$ cat config.mk
export PLATFORM = sky130hd
export DESIGN_NAME = traffic_sense_frontend
export DESIGN_NICKNAME = d
export VERILOG_FILES = /design/src/rtl/traffic_sense_frontend.sv
export SDC_FILE = /design/constraint.sdc
export NUM_CORES = 1
export LEC_CHECK = 0
export CAP_MARGIN = 20
export CORE_AREA = 2 2 84 86
export DETAILED_ROUTE_END_ITERATION = 10
export DIE_AREA = 0 0 86 88
export PLACE_DENSITY = 0.83
export SYNTH_ARGS = -nofsm -noshare
export SYNTH_HDL_FRONTEND = slang
export SYNTH_SLANG_ARGS = --single-unit
$ cat constraint.sdc
create_clock -name clock -period 5.6 [get_ports clock]
set_input_delay 0.84 -clock clock [delete_from_list [all_inputs] [get_ports clock]]
set_output_delay 0.84 -clock clock [all_outputs]
set_load 0.005 [all_outputs]
$ cat src/rtl/traffic_sense_frontend.sv
// traffic_sense_frontend
// Input conditioning for the highway/country light controller: a time-of-day
// clock with a 1 s prescaler, a day-window flag, a debounced country-road car
// request and an emergency-vehicle override with a seconds-based hold timer.
// Optional build macro: TRAFFIC_EMERG_LOG_EN enables the saturating
// accepted-emergency-event counter on emerg_count (tied to zero otherwise).
module traffic_sense_frontend #(
  parameter int TICK_DIV      = 50000000,
  parameter int DEB_CYCLES    = 500000,
  parameter int EMERG_HOLD_S  = 10,
  parameter int NIGHT_START_H = 21,
  parameter int NIGHT_END_H   = 5
) (
  input  logic       clock,
  input  logic       clear,
  input  logic       car_sense,
  input  logic       emerg_valid,
  input  logic [7:0] emerg_code,
  input  logic       set_time,
  input  logic [4:0] set_hours,
  input  logic [5:0] set_minutes,
  output logic       X,
  output logic       is_true,
  output logic       is_true1,
  output logic [4:0] hours,
  output logic [5:0] minutes,
  output logic       sec_tick,
  output logic [7:0] emerg_count
);

  localparam int PW = (TICK_DIV > 1) ? $clog2(TICK_DIV) : 1;
  localparam int DW = $clog2(DEB_CYCLES + 1);
  localparam int HW = $clog2(EMERG_HOLD_S + 1);

  localparam logic [PW-1:0] PRESC_LAST = PW'(TICK_DIV - 1);
  localparam logic [DW-1:0] DEB_LAST   = DW'(DEB_CYCLES - 1);
  localparam logic [HW-1:0] HOLD_LOAD  = HW'(EMERG_HOLD_S);

  localparam logic [7:0] CODE_AMBULANCE = 8'h41;
  localparam logic [7:0] CODE_FIRE      = 8'h46;
  localparam logic [7:0] CODE_POLICE    = 8'h50;

  typedef enum logic {
    E_IDLE,
    E_ACTIVE
  } emerg_state_t;

  // ---------------------------------------------------------------------
  // Prescaler and time of day
  // ---------------------------------------------------------------------
  logic [PW-1:0] presc_reg, presc_next;
  logic [5:0]    sec_reg, sec_next;
  logic [5:0]    min_reg, min_next;
  logic [4:0]    hour_reg, hour_next;
  logic          is_true_reg;
  logic          tick;
  logic          set_valid;

  assign tick      = (presc_reg == PRESC_LAST);
  assign set_valid = set_time && (set_hours <= 5'd23) && (set_minutes <= 6'd59);

  // Next time value: a valid load wins over the tick, an invalid load is ignored
  always_comb begin
    presc_next = presc_reg;
    sec_next   = sec_reg;
    min_next   = min_reg;
    hour_next  = hour_reg;
    if (set_valid) begin
      presc_next = '0;
      sec_next   = '0;
      min_next   = set_minutes;
      hour_next  = set_hours;
    end else if (tick) begin
      presc_next = '0;
      if (sec_reg == 6'd59) begin
        sec_next = '0;
        if (min_reg == 6'd59) begin
          min_next  = '0;
          hour_next = (hour_reg == 5'd23) ? 5'd0 : hour_reg + 5'd1;
        end else begin
          min_next = min_reg + 6'd1;
        end
      end else begin
        sec_next = sec_reg + 6'd1;
      end
    end else begin
      presc_next = presc_reg + 1'b1;
    end
  end

  // Time registers plus the day-window flag, which trails hours by one cycle
  always_ff @(posedge clock or posedge clear) begin
    if (clear) begin
      presc_reg   <= '0;
      sec_reg     <= '0;
      min_reg     <= '0;
      hour_reg    <= '0;
      is_true_reg <= 1'b0;
    end else begin
      presc_reg   <= presc_next;
      sec_reg     <= sec_next;
      min_reg     <= min_next;
      hour_reg    <= hour_next;
      is_true_reg <= (hour_reg >= 5'(NIGHT_END_H)) && (hour_reg < 5'(NIGHT_START_H));
    end
  end

  // ---------------------------------------------------------------------
  // Car sensor: two-flop synchronizer followed by a stability counter
  // ---------------------------------------------------------------------
  logic [1:0]    sync_reg;
  logic [DW-1:0] deb_cnt_reg, deb_cnt_next;
  logic          x_reg, x_next;

  // X only follows the synced input after DEB_CYCLES consecutive disagreeing cycles
  always_comb begin
    deb_cnt_next = '0;
    x_next       = x_reg;
    if (sync_reg[1] != x_reg) begin
      if (deb_cnt_reg == DEB_LAST) begin
        x_next = sync_reg[1];
      end else begin
        deb_cnt_next = deb_cnt_reg + 1'b1;
      end
    end
  end

  // Synchronizer chain and debounce state
  always_ff @(posedge clock or posedge clear) begin
    if (clear) begin
      sync_reg    <= '0;
      deb_cnt_reg <= '0;
      x_reg       <= 1'b0;
    end else begin
      sync_reg    <= {sync_reg[0], car_sense};
      deb_cnt_reg <= deb_cnt_next;
      x_reg       <= x_next;
    end
  end

  // ---------------------------------------------------------------------
  // Emergency override
  // ---------------------------------------------------------------------
  emerg_state_t  state_reg, state_next;
  logic [HW-1:0] hold_reg, hold_next;
  logic          code_accept;

  // Police codes only count at night; the registered day flag is the reference
  assign code_accept = emerg_valid &&
                       ((emerg_code == CODE_AMBULANCE) ||
                        (emerg_code == CODE_FIRE) ||
                        ((emerg_code == CODE_POLICE) && !is_true_reg));

  // Next state: a reload beats a decrement, and an expired hold drops to idle
  always_comb begin
    state_next = state_reg;
    hold_next  = hold_reg;
    case (state_reg)
      E_IDLE: begin
        if (code_accept) begin
          state_next = E_ACTIVE;
          hold_next  = HOLD_LOAD;
        end
      end
      E_ACTIVE: begin
        if (code_accept) begin
          hold_next = HOLD_LOAD;
        end else if (hold_reg == '0) begin
          state_next = E_IDLE;
        end else if (tick) begin
          hold_next = hold_reg - 1'b1;
        end
      end
      default: begin
        state_next = E_IDLE;
        hold_next  = '0;
      end
    endcase
  end

  // Emergency state register
  always_ff @(posedge clock or posedge clear) begin
    if (clear) begin
      state_reg <= E_IDLE;
      hold_reg  <= '0;
    end else begin
      state_reg <= state_next;
      hold_reg  <= hold_next;
    end
  end

`ifdef TRAFFIC_EMERG_LOG_EN
  logic [7:0] emerg_count_reg;

  // Saturating count of every accepted code, reloads included
  always_ff @(posedge clock or posedge clear) begin
    if (clear) begin
      emerg_count_reg <= 8'h00;
    end else if (code_accept && (emerg_count_reg != 8'hFF)) begin
      emerg_count_reg <= emerg_count_reg + 8'h01;
    end
  end

  assign emerg_count = emerg_count_reg;
`else
  assign emerg_count = 8'h00;
`endif

  assign X        = x_reg;
  assign is_true  = is_true_reg;
  assign is_true1 = (state_reg == E_ACTIVE);
  assign hours    = hour_reg;
  assign minutes  = min_reg;
  assign sec_tick = tick;

endmodule

==> impl_metrics.yaml, run 1 <==
place:
  place_congestion: 0.812
  dp_hpwl_um: 5500
  pre_cts_ws_ps: 2380
  io_buffer_count: 38
setup_path:
  end_kind: "output port"
  crit_fanout: 8
  ff2ff_setup_slack_ps: 3100
  startpoint_type: "flop"
  cp.required_ps: 4760
  rr_endpoint: "presc_reg[9]"
  worstPathArrival_ps: 2650
  path_class: "flop to output port"
  worstReg2RegStart: "presc_reg[7]"
  crit_start: "presc_reg[7]"
  reg2regPathDepth: 5
route:
  drt_pass1_iterations: 5
  drcViolationCount: 0
  vias: 3050
  ant_nets: 0
  drtIter0Drc: 222
  wire_per_inst_um: 14.6
  vias_per_cell: 5.72
  wirelength_um: 7770
finish:
  fill_cells: 493
  syn_to_final_growth_pct: 15.7
  nets: 479
  drive_above_1_share: 0.0728
  antenna_cells: 0
  largest_reg_flops: 26
sta:
  slew_viol_final: 0
  finalSetupViolations: 0
  fin_tns_setup_ps: 0
  hold_viol: 0
  fmax_ghz: 0.287
  fin_crit_sh: 0.623
  setup_ws_ps: 2110
  fin_skew_ps: 9.24
  period_minus_slack_ps: 3490
  slew_headroom: 0.448
  rsz0062_at_grt: "false"
  worst_pin_slew_ps: 821
  hold_ws_ps: 363
yosys:
  synthAdderAreaFrac: 0.0227
  synthTopCellsByArea: "dfrtp_1 (46%), nor2_1 (6.4%), xor2_1 (5.7%)"
  ys_ff_latch: 71
  syn_inst: 408
  ys.flop_type: "dfrtp_1"
  synth_edf_count: 0
  yosys_warnings: 0
  synth-compound-area-share: 0.0692
  synth_top_family_by_area: "simple AND/OR/NAND/NOR gates"
  synth-simple-area-share: 0.289
  postSynthAreaPerCell_sq_um: 9.44
  yosysTopAreaCell: "dfrtp_1"
  yosys.cell_types.count: 54
  synth_xor_area_frac: 0.0955
  syn-cell-area_sq_mm: 0.00385
  synth_seq_area_share: 0.461
  synth_common_cells: "dfrtp_1 (71), nor2_1 (66), nand2_1 (32), nand3_1 (32), xor2_1 (25)"
  yosys.area.top_type_share: 0.461
  async_flop_share: 1.00
  synthMuxAreaShare: 0.0185
  synth.most_common_cell: "dfrtp_1"
worst_hold_path:
  holdPathStages: 0
  holdPathEnd: "sync_reg[1]"
  min_path_type: "flop to flop"
  min_from: "sync_reg[0]"
die:
  fp.dieH_um: 88
  core_area_sq_mm: 0.00664
  core.rowCount: 30
  die-area_sq_mm: 0.00757
  io_pins: 47
  die_w_um: 86
  start_util: 0.579
grt:
  grt_pass1_vias: 2988
  grt_max_degree: 44
  grt-ovfl-total: 0
  grt_antenna_before_repair: 0
  grt_pass1_wl_um: 13500
  grt_use_total: 0.228
clock_network:
  cts_hold_buf: 0
  post_cts_resized: 0
  clock_tree.root_cell: "clkbuf_8"
  clock_latency_ps: 350
  cts_buffers: 9
  cts_sinks: 71
  htreeDepth: 3
  ctsLongestPathBuffers: 2
  cts_tree: "built"
  post_cts_buffers: 0
  clk_pin_slew_ps: 80
pwr:
  ir_worst_vdd_mv: 0.174
  leakagePower_nw: 1.89
  powerDensity_mw_per_mm2: 251
status:
  outcome: "complete, no violations"
job:
  maxCapViolations: 0
power breakdown:
part           internal [mW]  switching [mW]  total (mW)
clock                  0.211           0.206       0.416
sequential             0.536          0.0329       0.569
combinational         0.0683          0.0624       0.131
layer usage:
layer,global-route usage,share of wire,routed length (um)
met3,0.0556,0.046,357
met4,0.0924,0.015,115
met1,0.298,0.45,3470
met5,0,0,0
met2,0.369,0.49,3830
stage by stage:
stage | power, mW | instance area [sq um] | util | cells
6_report | 1.12 | 4450 | 0.670 | 533
5_1_grt | 1.17 | 4450 | 0.670 | 533
4_1_cts | 1.13 | 4450 | 0.670 | 533
3_5_place_dp | 0.711 | 4250 | 0.639 | 517
3_3_place_gp | 0.705 | 4240 | 0.638 | 516
2_1_floorplan | 0.649 | 3880 | - | 415
final cells by class:
cell class,count,area [sq um],share of cell area
clock inverter,7,81.3,0.0183
multi-input combinational,315,1930,0.434
inverter,11,41.3,0.00927
clock buffer,9,124,0.0278
timing repair buffer,40,395,0.0888
tap,80,100,0.0225
sequential,71,1780,0.399
cell families (layout without fill, tap and decap cells):
group,count (synthesis),count (layout)
adders and majority gates,7,7
muxes,7,7
other,1,8
AOI/OAI and AO/OA,38,38
buffers and inverters,29,67
DFF,71,71
xor gates and xnor gates,42,42
and+or+nand+nor,213,213
how the worst max path moves through the flow:
stage / to / slack, ps / depth (start not counted)
2_1_floorplan: X / 2960 / 1
3_3_place_gp: hours[4] / 2430 / 6
3_5_place_dp: hours[4] / 2380 / 6
4_1_cts: sec_tick / 2100 / 5
5_1_grt: sec_tick / 1950 / 5
6_report: sec_tick / 2110 / 5
cell usage in the layout, fill, tap and decap left out, types with 5 or more instances in the layout:
cell type / n
nand4_1: 20
inv_1: 10
clkdlybuf4s50_1: 38
xor2_1: 25
a21oi_1: 7
dfrtp_1: 71
o21ai_0: 11
conb_1: 8
ha_1: 7
mux2i_1: 6
nor4_1: 7
nor2_1: 66
nor2b_1: 5
nand3_1: 32
a31oi_1: 5
xnor2_1: 17
nand2_1: 32
clkbuf_8: 9
nor3_1: 13
critical path, cell delays in order, from the launching register on:
cell	delay, ps
dfrtp_1	470
or4b_4	550
nor4_4	370
nand2_1	210
inv_1	170
clkdlybuf4s50_1	520
(Power assumes the default switching activity.)
==> run 2: changes to the inputs <==
--- a/config.mk
+++ b/config.mk
@@ -6,10 +6,10 @@
 export NUM_CORES = 1
 export LEC_CHECK = 0
 export CAP_MARGIN = 20
-export CORE_AREA = 2 2 84 86
+export CORE_AREA = 2 2 86 88
 export DETAILED_ROUTE_END_ITERATION = 10
-export DIE_AREA = 0 0 86 88
-export PLACE_DENSITY = 0.83
+export DIE_AREA = 0 0 88 90
+export PLACE_DENSITY = 0.79
 export SYNTH_ARGS = -nofsm -noshare
 export SYNTH_HDL_FRONTEND = slang
 export SYNTH_SLANG_ARGS = --single-unit
==> constraint.sdc (replaced) <==
create_clock -name clock -period 3.3 [get_ports clock]
set_input_delay 0.495 -clock clock [delete_from_list [all_inputs] [get_ports clock]]
set_output_delay 0.495 -clock clock [all_outputs]
set_load 0.005 [all_outputs]
==> run 2 against run 1 <==
Net effect:
- clock skew about the same
- clock power up 49%
- worst setup slack got worse by 1900 ps
- routed wire length grew 0.81%
- sequential power up 70%
- first-iteration DRC count increased by 12%
- clock-buffer cell count increased by 3
- combinational power up 72%
- sequential share of layout area down 0.32 points
- total power grew 62%
- final cell count is 4.3% higher
- non-clock buffer count up 4
==> impl_metrics.yaml, run 2 (synthesis gave the netlist of run 1 again) <==
clock_network:
  cts_tree: "built"
  post_cts_resized: 0
  clock_latency_ps: 340
  ctsLongestPathBuffers: 2
  clock_tree.root_cell: "clkbuf_8"
  cts_sinks: 71
  htreeDepth: 3
  cts_buffers: 9
  cts_hold_buf: 0
  clk_pin_slew_ps: 80
  post_cts_buffers: 0
sta:
  slew_viol_final: 0
  fin_crit_sh: 0.926
  fin_tns_setup_ps: 0
  slew_headroom: 0.447
  finalSetupViolations: 0
  fin_skew_ps: 9.39
  rsz0062_at_grt: "false"
  hold_ws_ps: 354
  hold_viol: 0
  period_minus_slack_ps: 3060
  fmax_ghz: 0.327
  setup_ws_ps: 244
  worst_pin_slew_ps: 822
place:
  pre_cts_ws_ps: 567
  place_congestion: 0.865
  io_buffer_count: 38
  placed_cell_area_sq_mm: 0.00430
  dp_hpwl_um: 5400
grt:
  grt_max_degree: 62
  grt_use_total: 0.215
  grt-ovfl-total: 0
  grt_antenna_before_repair: 0
  grt_pass1_wl_um: 13800
  grt_pass1_vias: 3085
die:
  die-area_sq_mm: 0.00792
  die_w_um: 88
  io_pins: 47
  start_util: 0.548
  core.rowCount: 31
  fp.dieH_um: 90
  core_area_sq_mm: 0.00702
status:
  outcome: "complete, no violations"
setup_path:
  critical_path.max_stage_delay_ps: 560
  path_buf_inv: 3
  crit_fanout: 8
  path_delay_family: "simple AND/OR/NAND/NOR gates"
  worstPathArrival_ps: 2560
  startpoint_type: "flop"
  path_cells: "or4b_4 -> nor4_4 -> buf_4 -> nand2_1 -> inv_1 -> clkdlybuf4s50_1"
  path_class: "flop to output port"
  end_kind: "output port"
  cpMaxStageDelayCell: "or4b_4"
  cp.required_ps: 2800
pwr:
  comb_power_share: 0.124
  clockPowerShare: 0.342
  ir_worst_vdd_mv: 0.216
  totalPowerFinal_mw: 1.81
  powerDensity_mw_per_mm2: 403
  leakagePower_nw: 1.90
  p_int_mw: 1.33
  switching_share: 0.267
  seq_power_share: 0.534
  power.switching_uw: 482
route:
  vias_per_cell: 5.63
  drcViolationCount: 0
  drt_pass1_iterations: 5
  wirelength_um: 7830
  vias: 3128
  drtIter0Drc: 248
  wire_per_inst_um: 14.1
  ant_nets: 0
finish:
  design_area_sq_mm: 0.00449
  antenna_cells: 0
  drive_above_1_share: 0.0766
  nets: 483
  final_cell_mix: "dfrtp_1 (71), nor2_1 (66), clkdlybuf4s50_1 (38)"
  syn_to_final_growth_pct: 16.6
  layout_commonest_cell: "dfrtp_1"
  largest_reg_flops: 26
job:
  maxCapViolations: 0
worst_hold_path:
  min_path_type: "flop to flop"
run 2: cell type report:
| cell class | count | area (sq um) |
|---|---|---|
| sequential | 71 | 1780 |
| clock buffer | 12 | 145 |
| multi-input combinational | 315 | 1930 |
| fill | 559 | 2530 |
| timing repair buffer | 44 | 438 |
| tap | 99 | 124 |
| clock inverter | 4 | 30.0 |
| inverter | 11 | 41.3 |
run 2: metal layers:
layer	GRT usage	vias to the layer above	share of wire
li1	-	1517	-
met2	0.337	90	0.48
met3	0.0367	17	0.046
met5	0	-	0
met1	0.293	1504	0.45
met4	0.0897	0	0.022
run 2: worst paths after layout:
check	from	to	slack, ps	cells after the start
setup / recovery	presc_reg[7]	sec_tick	240	6
hold / removal	sync_reg[0]	sync_reg[1]	350	0
setup reg to reg	presc_reg[7]	hours[4]	770	7
hold reg to reg	sync_reg[0]	sync_reg[1]	350	0
max in group asynchronous	clear	presc_reg[6]	2300	3
min in group asynchronous	clear	sync_reg[0]	400	2
run 2: power by group through the flow:
stage	clock (mW)	combinational (mW)	sequential, mW
6_report	0.618	0.225	0.966
4_1_cts	0.637	0.229	0.966
3_5_place_dp	0	0.226	0.983
5_1_grt	0.672	0.257	0.975
3_3_place_gp	0	0.221	0.979
2_1_floorplan	0	0.130	0.971
run 2: stage by stage:
stage,cells,util
after floorplan,415,-
after global placement,538,0.612
after detailed placement,538,0.612
after CTS,554,0.637
after global routing,556,0.639
final,556,0.639
==> run 3: changes to the inputs <==
--- a/config.mk
+++ b/config.mk
@@ -5,11 +5,11 @@
 export SDC_FILE = /design/constraint.sdc
 export NUM_CORES = 1
 export LEC_CHECK = 0
+export ABC_AREA = 1
 export CAP_MARGIN = 20
-export CORE_AREA = 2 2 86 88
+export CORE_AREA = 2 2 136 138
 export DETAILED_ROUTE_END_ITERATION = 10
-export DIE_AREA = 0 0 88 90
-export PLACE_DENSITY = 0.79
+export DIE_AREA = 0 0 138 140
 export SYNTH_ARGS = -nofsm -noshare
 export SYNTH_HDL_FRONTEND = slang
 export SYNTH_SLANG_ARGS = --single-unit
==> run 3 against run 2 <==
Net effect:
- global-route usage shrank 11 points
- routed wire length up 30%
- hold slack gained 23 ps
- total power up 32%
- register-to-register slack improved by 460 ps
- critical path depth stayed put
- maximum frequency up 12%
- sequential cell count is the same
- critical path type unchanged
- critical endpoint unchanged
- largest cell class unchanged
- highest routed layer unchanged
==> impl_metrics.yaml, run 3 <==
status:
  outcome: "complete, no violations"
job:
  maxCapViolations: 0
setup_path:
  end_kind: "output port"
  path_class: "flop to output port"
  startpoint_type: "flop"
  crit_fanout: 6
  worstPathArrival_ps: 2240
  cp.required_ps: 2800
  ff2ff_setup_slack_ps: 1230
route:
  wire_per_inst_um: 11.2
  drtIter0Drc: 280
  wirelength_um: 10200
  drcViolationCount: 0
  drt_pass1_iterations: 4
  ant_nets: 0
  vias_per_cell: 4.25
  vias: 3874
yosys:
  synth_edf_count: 0
  yosys.cell_types.count: 30
  synth.most_common_cell: "nand2_1"
  postSynthAreaPerCell_sq_um: 6.93
  syn_inst: 632
  yosysTopAreaCell: "dfrtp_1"
  async_flop_share: 1.00
  synthTopCellsByArea: "dfrtp_1 (41%), nand2_1 (17%), nor2_1 (9.8%)"
  synth_common_cells: "nand2_1 (201), nor2_1 (114), dfrtp_1 (71), inv_1 (69), nand3_1 (62)"
  yosys.area.top_type_share: 0.406
  ys_ff_latch: 71
  ys.flop_type: "dfrtp_1"
  synth_seq_area_share: 0.406
  yosys_warnings: 0
  syn-cell-area_sq_mm: 0.00438
sta:
  fmax_ghz: 0.365
  rsz0062_at_grt: "false"
  period_minus_slack_ps: 2740
  setup_ws_ps: 560
  slew_headroom: 0.663
  fin_crit_sh: 0.830
  hold_viol: 0
  slew_viol_final: 0
  fin_skew_ps: 5.39
  finalSetupViolations: 0
  fin_tns_setup_ps: 0
  worst_pin_slew_ps: 506
die:
  core.rowCount: 49
  fp.dieH_um: 140
  die-area_sq_mm: 0.0193
  io_pins: 47
  die_w_um: 138
  core_area_sq_mm: 0.0178
  start_util: 0.246
grt:
  grt_max_degree: 53
  grt-ovfl-total: 0
  grt_pass1_wl_um: 17400
  grt_pass1_vias: 3699
  grt_antenna_before_repair: 0
  grt_use_total: 0.109
pwr:
  powerDensity_mw_per_mm2: 453
  leakagePower_nw: 2.37
  ir_worst_vdd_mv: 0.237
finish:
  syn_to_final_growth_pct: 20.4
  nets: 708
  final_cell_mix: "nand2_1 (201), nor2_1 (114), dfrtp_1 (71)"
  layout_commonest_cell: "nand2_1"
  drive_above_1_share: 0.0557
  fin_cells: 911
  largest_reg_flops: 26
  design_area_sq_mm: 0.00527
  antenna_cells: 0
place:
  place_inst: 895
  io_buffer_count: 38
  pre_cts_ws_ps: 604
  place_congestion: 0.903
  dp_hpwl_um: 7540
  placed_cell_area_sq_mm: 0.00500
clock_network:
  cts_hold_buf: 0
  cts_buffers: 9
  clock_latency_ps: 340
  ctsLongestPathBuffers: 2
  htreeDepth: 3
  post_cts_buffers: 0
  post_cts_resized: 0
  clock_tree.root_cell: "clkbuf_16"
  cts_sinks: 71
  clk_pin_slew_ps: 60
  cts_tree: "built"
worst_hold_path:
  min_path_type: "flop to flop"
==> run 3: changes by cell type after synthesis, moves of 5 or more <==
| cell | delta |
|---|---|
| clkbuf_1 | -5 |
| nor2b_1 | -5 |
| mux2i_1 | -5 |
| nand3_1 | +30 |
| nand2_1 | +169 |
| nand4_1 | -8 |
| xnor2_1 | -8 |
| xor2_1 | -9 |
| nor4_1 | -7 |
| nor2_1 | +48 |
| inv_1 | +58 |
==> run 3: layout make-up <==
type / count / area (sq um)
well taps: 229 / 287
multi-input cells: 483 / 2250
fillers: 1990 / 12500
flip-flops and latches: 71 / 1780
clock inverters: 7 / 47.5
clock buffers: 9 / 225
repair buffers: 42 / 423
inverters: 70 / 263
==> run 3: per-layer routing <==
layer / GRT usage / share of wire / vias up
li1: - / - / 2054
met1: 0.138 / 0.47 / 1746
met2: 0.181 / 0.48 / 59
met3: 0.0284 / 0.038 / 15
met4: 0.0338 / 0.015 / 0
met5: 0 / 0 / -
==> run 3: logic make-up (layout without fill, tap and decap cells) <==
| group | Yosys count | after routing | synth area share |
|---|---|---|---|
| AO/OA/AOI/OAI | 25 | 25 | 0.0326 |
| XOR/XNOR | 25 | 25 | 0.0500 |
| adder cells (fa/ha/maj) | 7 | 7 | 0.0200 |
| buffers and inverters | 85 | 128 | 0.0863 |
| flip-flops | 71 | 71 | 0.406 |
| multiplexers | 1 | 1 | 0.00229 |
| other | 1 | 8 | 0.000856 |
| AND/OR/NAND/NOR | 417 | 417 | 0.402 |
==> run 3: critical path: stages, from the launching register on <==
cell             delay [ps]
dfrtp_1                 400
ha_1                    200
nand2_2                  80
nor2_4                  140
nand3_1                 120
nor3_2                  380
clkdlybuf4s50_1         580
==> run 3: final timing paths <==
| path | startpoint | endpoint | depth (start not counted) |
|---|---|---|---|
| worst min register to register | sync_reg[0] | sync_reg[1] | 0 |
| worst min-delay path | sync_reg[0] | sync_reg[1] | 0 |
| worst max-delay path | presc_reg[0] | sec_tick | 6 |
| worst max register to register | presc_reg[0] | hours[0] | 11 |
| max in group asynchronous | clear | deb_cnt_reg[14] | 3 |
| min in group asynchronous | clear | deb_cnt_reg[2] | 2 |
==> run 3: power breakdown <==
group / internal, mW / total (mW) / leakage, nW / switching, mW
Clock: 0.508 / 0.896 / 0.132 / 0.388
Combinational: 0.232 / 0.439 / 1.28 / 0.207
Sequential: 0.950 / 1.06 / 0.956 / 0.106
Total: 1.69 / 2.39 / 2.37 / 0.701
==> run 3: metrics by stage <==
step | utilization | hold slack (ps) | power [mW]
after floorplan | - | 331 | 1.31
after global placement | 0.281 | 347 | 1.51
after detailed placement | 0.281 | 354 | 1.52
after CTS | 0.297 | 386 | 2.43
after global routing | 0.297 | 390 | 2.53
final | 0.297 | 376 | 2.39
